$ cat src/rtl/x_uart_cmd_ctrl.sv
// Host command sequencer behind x_uart_rx: frames W/R/S byte packets into
// register-bus writes, reads and start pulses, and returns read data to TX.
module x_uart_cmd_ctrl #(
    parameter int unsigned TIMEOUT = 100000,
    parameter logic [7:0]  OP_WR   = 8'h57,
    parameter logic [7:0]  OP_RD   = 8'h52,
    parameter logic [7:0]  OP_ST   = 8'h53
) (
    input  logic       i_clk,
    input  logic       i_rst,
    input  logic       i_valid,
    input  logic [7:0] i_data,
    output logic       o_wr_valid,
    output logic [7:0] o_wr_addr,
    output logic [7:0] o_wr_data,
    output logic       o_rd_req,
    output logic [7:0] o_rd_addr,
    input  logic       i_rd_valid,
    input  logic [7:0] i_rd_data,
    output logic       o_start,
    output logic       o_tx_valid,
    output logic [7:0] o_tx_data,
    input  logic       i_tx_ready,
    output logic       o_busy,
    output logic       o_err
);

    localparam int unsigned CNT_W = (TIMEOUT > 2) ? $clog2(TIMEOUT) : 1;

    typedef enum logic [2:0] {
        S_IDLE    = 3'd0,
        S_ADDR    = 3'd1,
        S_DATA    = 3'd2,
        S_RD_WAIT = 3'd3,
        S_TX      = 3'd4
    } state_t;

    state_t           state;
    logic             is_rd;
    logic [7:0]       addr_q;
    logic [CNT_W-1:0] cnt;
    logic             cnt_last;

    // Idle-gap limit reached in the current cycle
    assign cnt_last = (cnt == CNT_W'(TIMEOUT - 1));

    // Packet framing FSM with registered strobes, bus fields and TX handshake
    always_ff @(posedge i_clk) begin
        if (i_rst) begin
            state      <= S_IDLE;
            is_rd      <= 1'b0;
            addr_q     <= 8'h00;
            cnt        <= '0;
            o_wr_valid <= 1'b0;
            o_wr_addr  <= 8'h00;
            o_wr_data  <= 8'h00;
            o_rd_req   <= 1'b0;
            o_rd_addr  <= 8'h00;
            o_start    <= 1'b0;
            o_tx_valid <= 1'b0;
            o_tx_data  <= 8'h00;
            o_busy     <= 1'b0;
            o_err      <= 1'b0;
        end else begin
            o_wr_valid <= 1'b0;
            o_rd_req   <= 1'b0;
            o_start    <= 1'b0;
            o_err      <= 1'b0;

            unique case (state)
                S_IDLE: begin
                    cnt <= '0;
                    if (i_valid) begin
                        if (i_data == OP_WR) begin
                            state  <= S_ADDR;
                            is_rd  <= 1'b0;
                            o_busy <= 1'b1;
                        end else if (i_data == OP_RD) begin
                            state  <= S_ADDR;
                            is_rd  <= 1'b1;
                            o_busy <= 1'b1;
                        end else if (i_data == OP_ST) begin
                            o_start <= 1'b1;
                        end else begin
                            o_err <= 1'b1;
                        end
                    end
                end

                S_ADDR: begin
                    if (i_valid) begin
                        cnt <= '0;
                        if (is_rd) begin
                            o_rd_addr <= i_data;
                            o_rd_req  <= 1'b1;
                            state     <= S_RD_WAIT;
                        end else begin
                            addr_q <= i_data;
                            state  <= S_DATA;
                        end
                    end else if (cnt_last) begin
                        cnt    <= '0;
                        state  <= S_IDLE;
                        o_busy <= 1'b0;
                        o_err  <= 1'b1;
                    end else begin
                        cnt <= cnt + CNT_W'(1);
                    end
                end

                S_DATA: begin
                    if (i_valid) begin
                        cnt        <= '0;
                        o_wr_valid <= 1'b1;
                        o_wr_addr  <= addr_q;
                        o_wr_data  <= i_data;
                        state      <= S_IDLE;
                        o_busy     <= 1'b0;
                    end else if (cnt_last) begin
                        cnt    <= '0;
                        state  <= S_IDLE;
                        o_busy <= 1'b0;
                        o_err  <= 1'b1;
                    end else begin
                        cnt <= cnt + CNT_W'(1);
                    end
                end

                S_RD_WAIT: begin
                    // A stray host byte is flagged but never disturbs the read
                    if (i_valid) begin
                        o_err <= 1'b1;
                    end
                    if (i_rd_valid) begin
                        cnt        <= '0;
                        o_tx_data  <= i_rd_data;
                        o_tx_valid <= 1'b1;
                        state      <= S_TX;
                    end else if (i_valid) begin
                        cnt <= '0;
                    end else if (cnt_last) begin
                        cnt    <= '0;
                        state  <= S_IDLE;
                        o_busy <= 1'b0;
                        o_err  <= 1'b1;
                    end else begin
                        cnt <= cnt + CNT_W'(1);
                    end
                end

                S_TX: begin
                    cnt <= '0;
                    if (i_valid) begin
                        o_err <= 1'b1;
                    end
                    if (i_tx_ready) begin
                        o_tx_valid <= 1'b0;
                        state      <= S_IDLE;
                        o_busy     <= 1'b0;
                    end
                end

                default: begin
                    cnt        <= '0;
                    state      <= S_IDLE;
                    o_busy     <= 1'b0;
                    o_tx_valid <= 1'b0;
                end
            endcase
        end
    end

endmodule

$ cat config.mk
export PLATFORM = sky130hd
export DESIGN_NAME = x_uart_cmd_ctrl
export DESIGN_NICKNAME = d
export VERILOG_FILES = /design/src/rtl/x_uart_cmd_ctrl.sv
export SDC_FILE = /design/constraint.sdc
export NUM_CORES = 1
export LEC_CHECK = 0
export CORE_ASPECT_RATIO = 1.5
export CORE_UTILIZATION = 50
export DETAILED_ROUTE_END_ITERATION = 12
export GPL_TIMING_DRIVEN = 0
export HOLD_SLACK_MARGIN = 0.05
export PLACE_DENSITY_LB_ADDON = 0.15
export SLEW_MARGIN = 25
export SYNTH_ARGS = -nofsm -noshare
export SYNTH_HDL_FRONTEND = slang
export SYNTH_SLANG_ARGS = --single-unit
$ cat constraint.sdc
create_clock -name i_clk -period 4.4 [get_ports i_clk]
set_input_delay 1.1 -clock i_clk [delete_from_list [all_inputs] [get_ports i_clk]]
set_output_delay 1.1 -clock i_clk [all_outputs]
set_load 0.005 [all_outputs]
==> flow_metrics.tcl, run 1 <==
set metrics [dict create \
    status "completed" \
    grt_max_degree 15 \
    cts_sinks 67 \
    worstSkewPairLatency_ps 340 \
    arrival_ps 2900 \
    holdWs_ps 456 \
    met2RoutedLength_um 3690 \
    layout_min_cycle_time_ps 2670 \
    hp-class "flop to flop" \
    start_util_pct 51.7 \
    wl_met1_um 2680 \
    hold_viol 0 \
    final_util_pct 67.8 \
    drive_gt1_share_pct 7.25 \
    grt_overflow 0 \
    yosysMostFrequentCell "dfxtp_1" \
    finalPower_mw 1.25 \
    r2r_slack_ps 2360 \
    max_freq_mhz 375 \
    finalSetupViolations 0 \
    ir_drop_v 0.000248 \
    dpl.hpwl_um 4880 \
    grt_pass1_vias 2340 \
    min_period_over_period_pct 60.6 \
    finalClockSkew_ps 6.68 \
    routed_wl_um 6710 \
    drv_cap 0 \
    synth_top_area_share_pct 47.6 \
    post_cts.repair.setup_buffers 0 \
    ys_ff_latch 67 \
    first_pass_iters 4 \
    ys_types 47 \
    clock_path_buffers 2 \
    n_fill_cell 475 \
    leakagePower_nw 1.27 \
    dr_wl_met3_um 233 \
    syn_inst 328 \
    timing.critical_path.from_type "input pin" \
    finalNetCount 417 \
    syn_area_sq_um 2820 \
    die_y_um 93.9 \
    synth_ff_type "dfxtp_1" \
    cts_made_buffers 9 \
    die_w_um 63.3 \
    num_rows 33 \
    viasPerCell 5.31 \
    htreeDepth 3 \
    async_reset_ff_share_pct 0 \
    syn2layout_area_growth_pct 31.2 \
    cts_resized 0 \
    synthTopCellsByArea "dfxtp_1, nand2_1, mux2i_1" \
    pin_count 59 \
    crit_required_ps 4630 \
    crit_type "input pin to flop" \
    grt_pass1_wl_um 10900 \
    tightest_slew_ps 577 \
    cts_root_buf "clkbuf_8" \
    endpoint_kind "flop" \
    pwr_density_cell_nw_per_um2 337 \
    ys_warn_count 0 \
    vias 2498 \
    finalWeightedCongestion 0.861 \
    clkTransAtPathRegs_ps 80 \
    drc 0 \
    grt_usage_pct 24.0 \
    numPortBuffers 56 \
    synthTopCellsByCount "dfxtp_1, nand2_1, nor2_1" \
    ant_nets 0 \
    postSynthAreaPerCell_sq_um 8.58 \
    yosysSeqAreaShare_pct 47.6 \
    dr.first_iter.drc_count 89 \
    synth_area_leader_cell "dfxtp_1" \
    antenna_found_initial 0 \
    coreArea_sq_um 5450 \
    synth_edf_count 0 \
    antenna_cells 0 \
    dr.max_layer_used "met4" \
    fin_tns_setup_ps 0 \
    syn-num-nets 350 \
    grt_setup_unrepaired "no" \
    relSlewSlack_pct 61.0 \
    routedWlPerCell_um 14.3 \
    cts.hold.buffers_added 0 \
    slew_violations 0 \
    dieArea_sq_um 5940 \
    cp_max_fo 4 \
    cts_tree "built" \
]
kinds of logic (layout without fill, tap and decap cells):
kind of cell,Yosys count,after routing,share of synthesized area [%]
and+or+nand+nor,160,160,27.6
buffers and inverters,23,95,4.13
muxes,16,16,5.69
xor gates and xnor gates,15,15,4.67
DFF,67,67,47.6
adders and majority gates,1,1,0.444
AOI/OAI and AO/OA,46,46,9.82
state kept, by name, indices dropped and copies added, names as in the netlist, 3 cells and up:
signal     flops
addr_q         8
cnt           17
o_rd_addr      8
o_tx_data      8
o_wr_addr      8
o_wr_data      8
state          3
critical path: stages:
cell,delay [ps]
clkdlybuf4s50_1,550
nor4bb_1,570
nand4_1,250
a2111oi_0,420
metrics by stage:
stage | instance area, sq um | instances | setup slack, ps
floorplan | 2820 | 328 | 2190
global placement | 3460 | 454 | 1410
detailed placement | 3460 | 454 | 1370
CTS | 3690 | 470 | 1740
global route | 3690 | 470 | 1640
finish | 3690 | 470 | 1730
where the power goes:
part           internal [mW]  switching (mW)
Sequential             0.606        0.000487
Clock                  0.331           0.263
Combinational         0.0218          0.0238
routing by layer:
layer | global-route usage (%) | vias to the layer above
li1 | - | 1266
met1 | 24.4 | 1175
met2 | 45.3 | 48
met3 | 5.83 | 9
met4 | 10.8 | 0
met5 | 0 | -
cell usage in the layout (no fill, tap or decap), drive strengths merged, types with 2 or more instances in the layout:
master          n
nor2b           4
nand3          11
nor2           42
nand2b          3
and3            5
a21oi          27
mux2i          16
nor3            3
inv             7
or3             2
a31oi           2
nand4b          2
nand3b          3
dfxtp          67
o31ai           2
nor4            7
or4             3
nand2          59
bufinv          2
nand4          10
xnor2          10
buf             7
a211oi          2
clkdlybuf4s50  56
xor2            5
o21ai           3
clkbuf         22
area by class of cell:
class                      count  area, sq um  area share, %
timing repair buffer          56          561           15.2
clock inverter                 7          108           2.91
clock buffer                   9          124           3.35
multi-input combinational    238         1360           36.7
inverter                       3         11.3          0.305
sequential                    67         1340           36.3
tap                           70         87.6           2.37
buffer                        20          105           2.84
path summary, 6_finish.rpt:
kind	startpoint	endpoint	cells after the start
hold / removal	o_wr_data[6]	o_wr_data[6]	2
hold reg to reg	o_wr_data[6]	o_wr_data[6]	2
setup / recovery	i_data[6]	state[0]	4
setup reg to reg	cnt[0]	cnt[10]	7
Note: power is estimated with default switching activity, not from simulation.
==> inputs of run 2 (changes only) <==
==> constraint.sdc (replaced) <==
create_clock -name i_clk -period 2.56 [get_ports i_clk]
set_input_delay 0.64 -clock i_clk [delete_from_list [all_inputs] [get_ports i_clk]]
set_output_delay 0.64 -clock i_clk [all_outputs]
set_load 0.005 [all_outputs]
==> results of run 2 <==
Same layout as run 1 (identical final DEF). Status: completed.
Among the figures that moved: setup slack after placement 1370 ps -> -9.81 ps; setup slack after layout 1730 ps -> 351 ps; register-to-register setup slack 2360 ps -> 520 ps; total power 1.25 mW -> 2.14 mW; worst IR drop on VDD 0.000248 V -> 0.000426 V
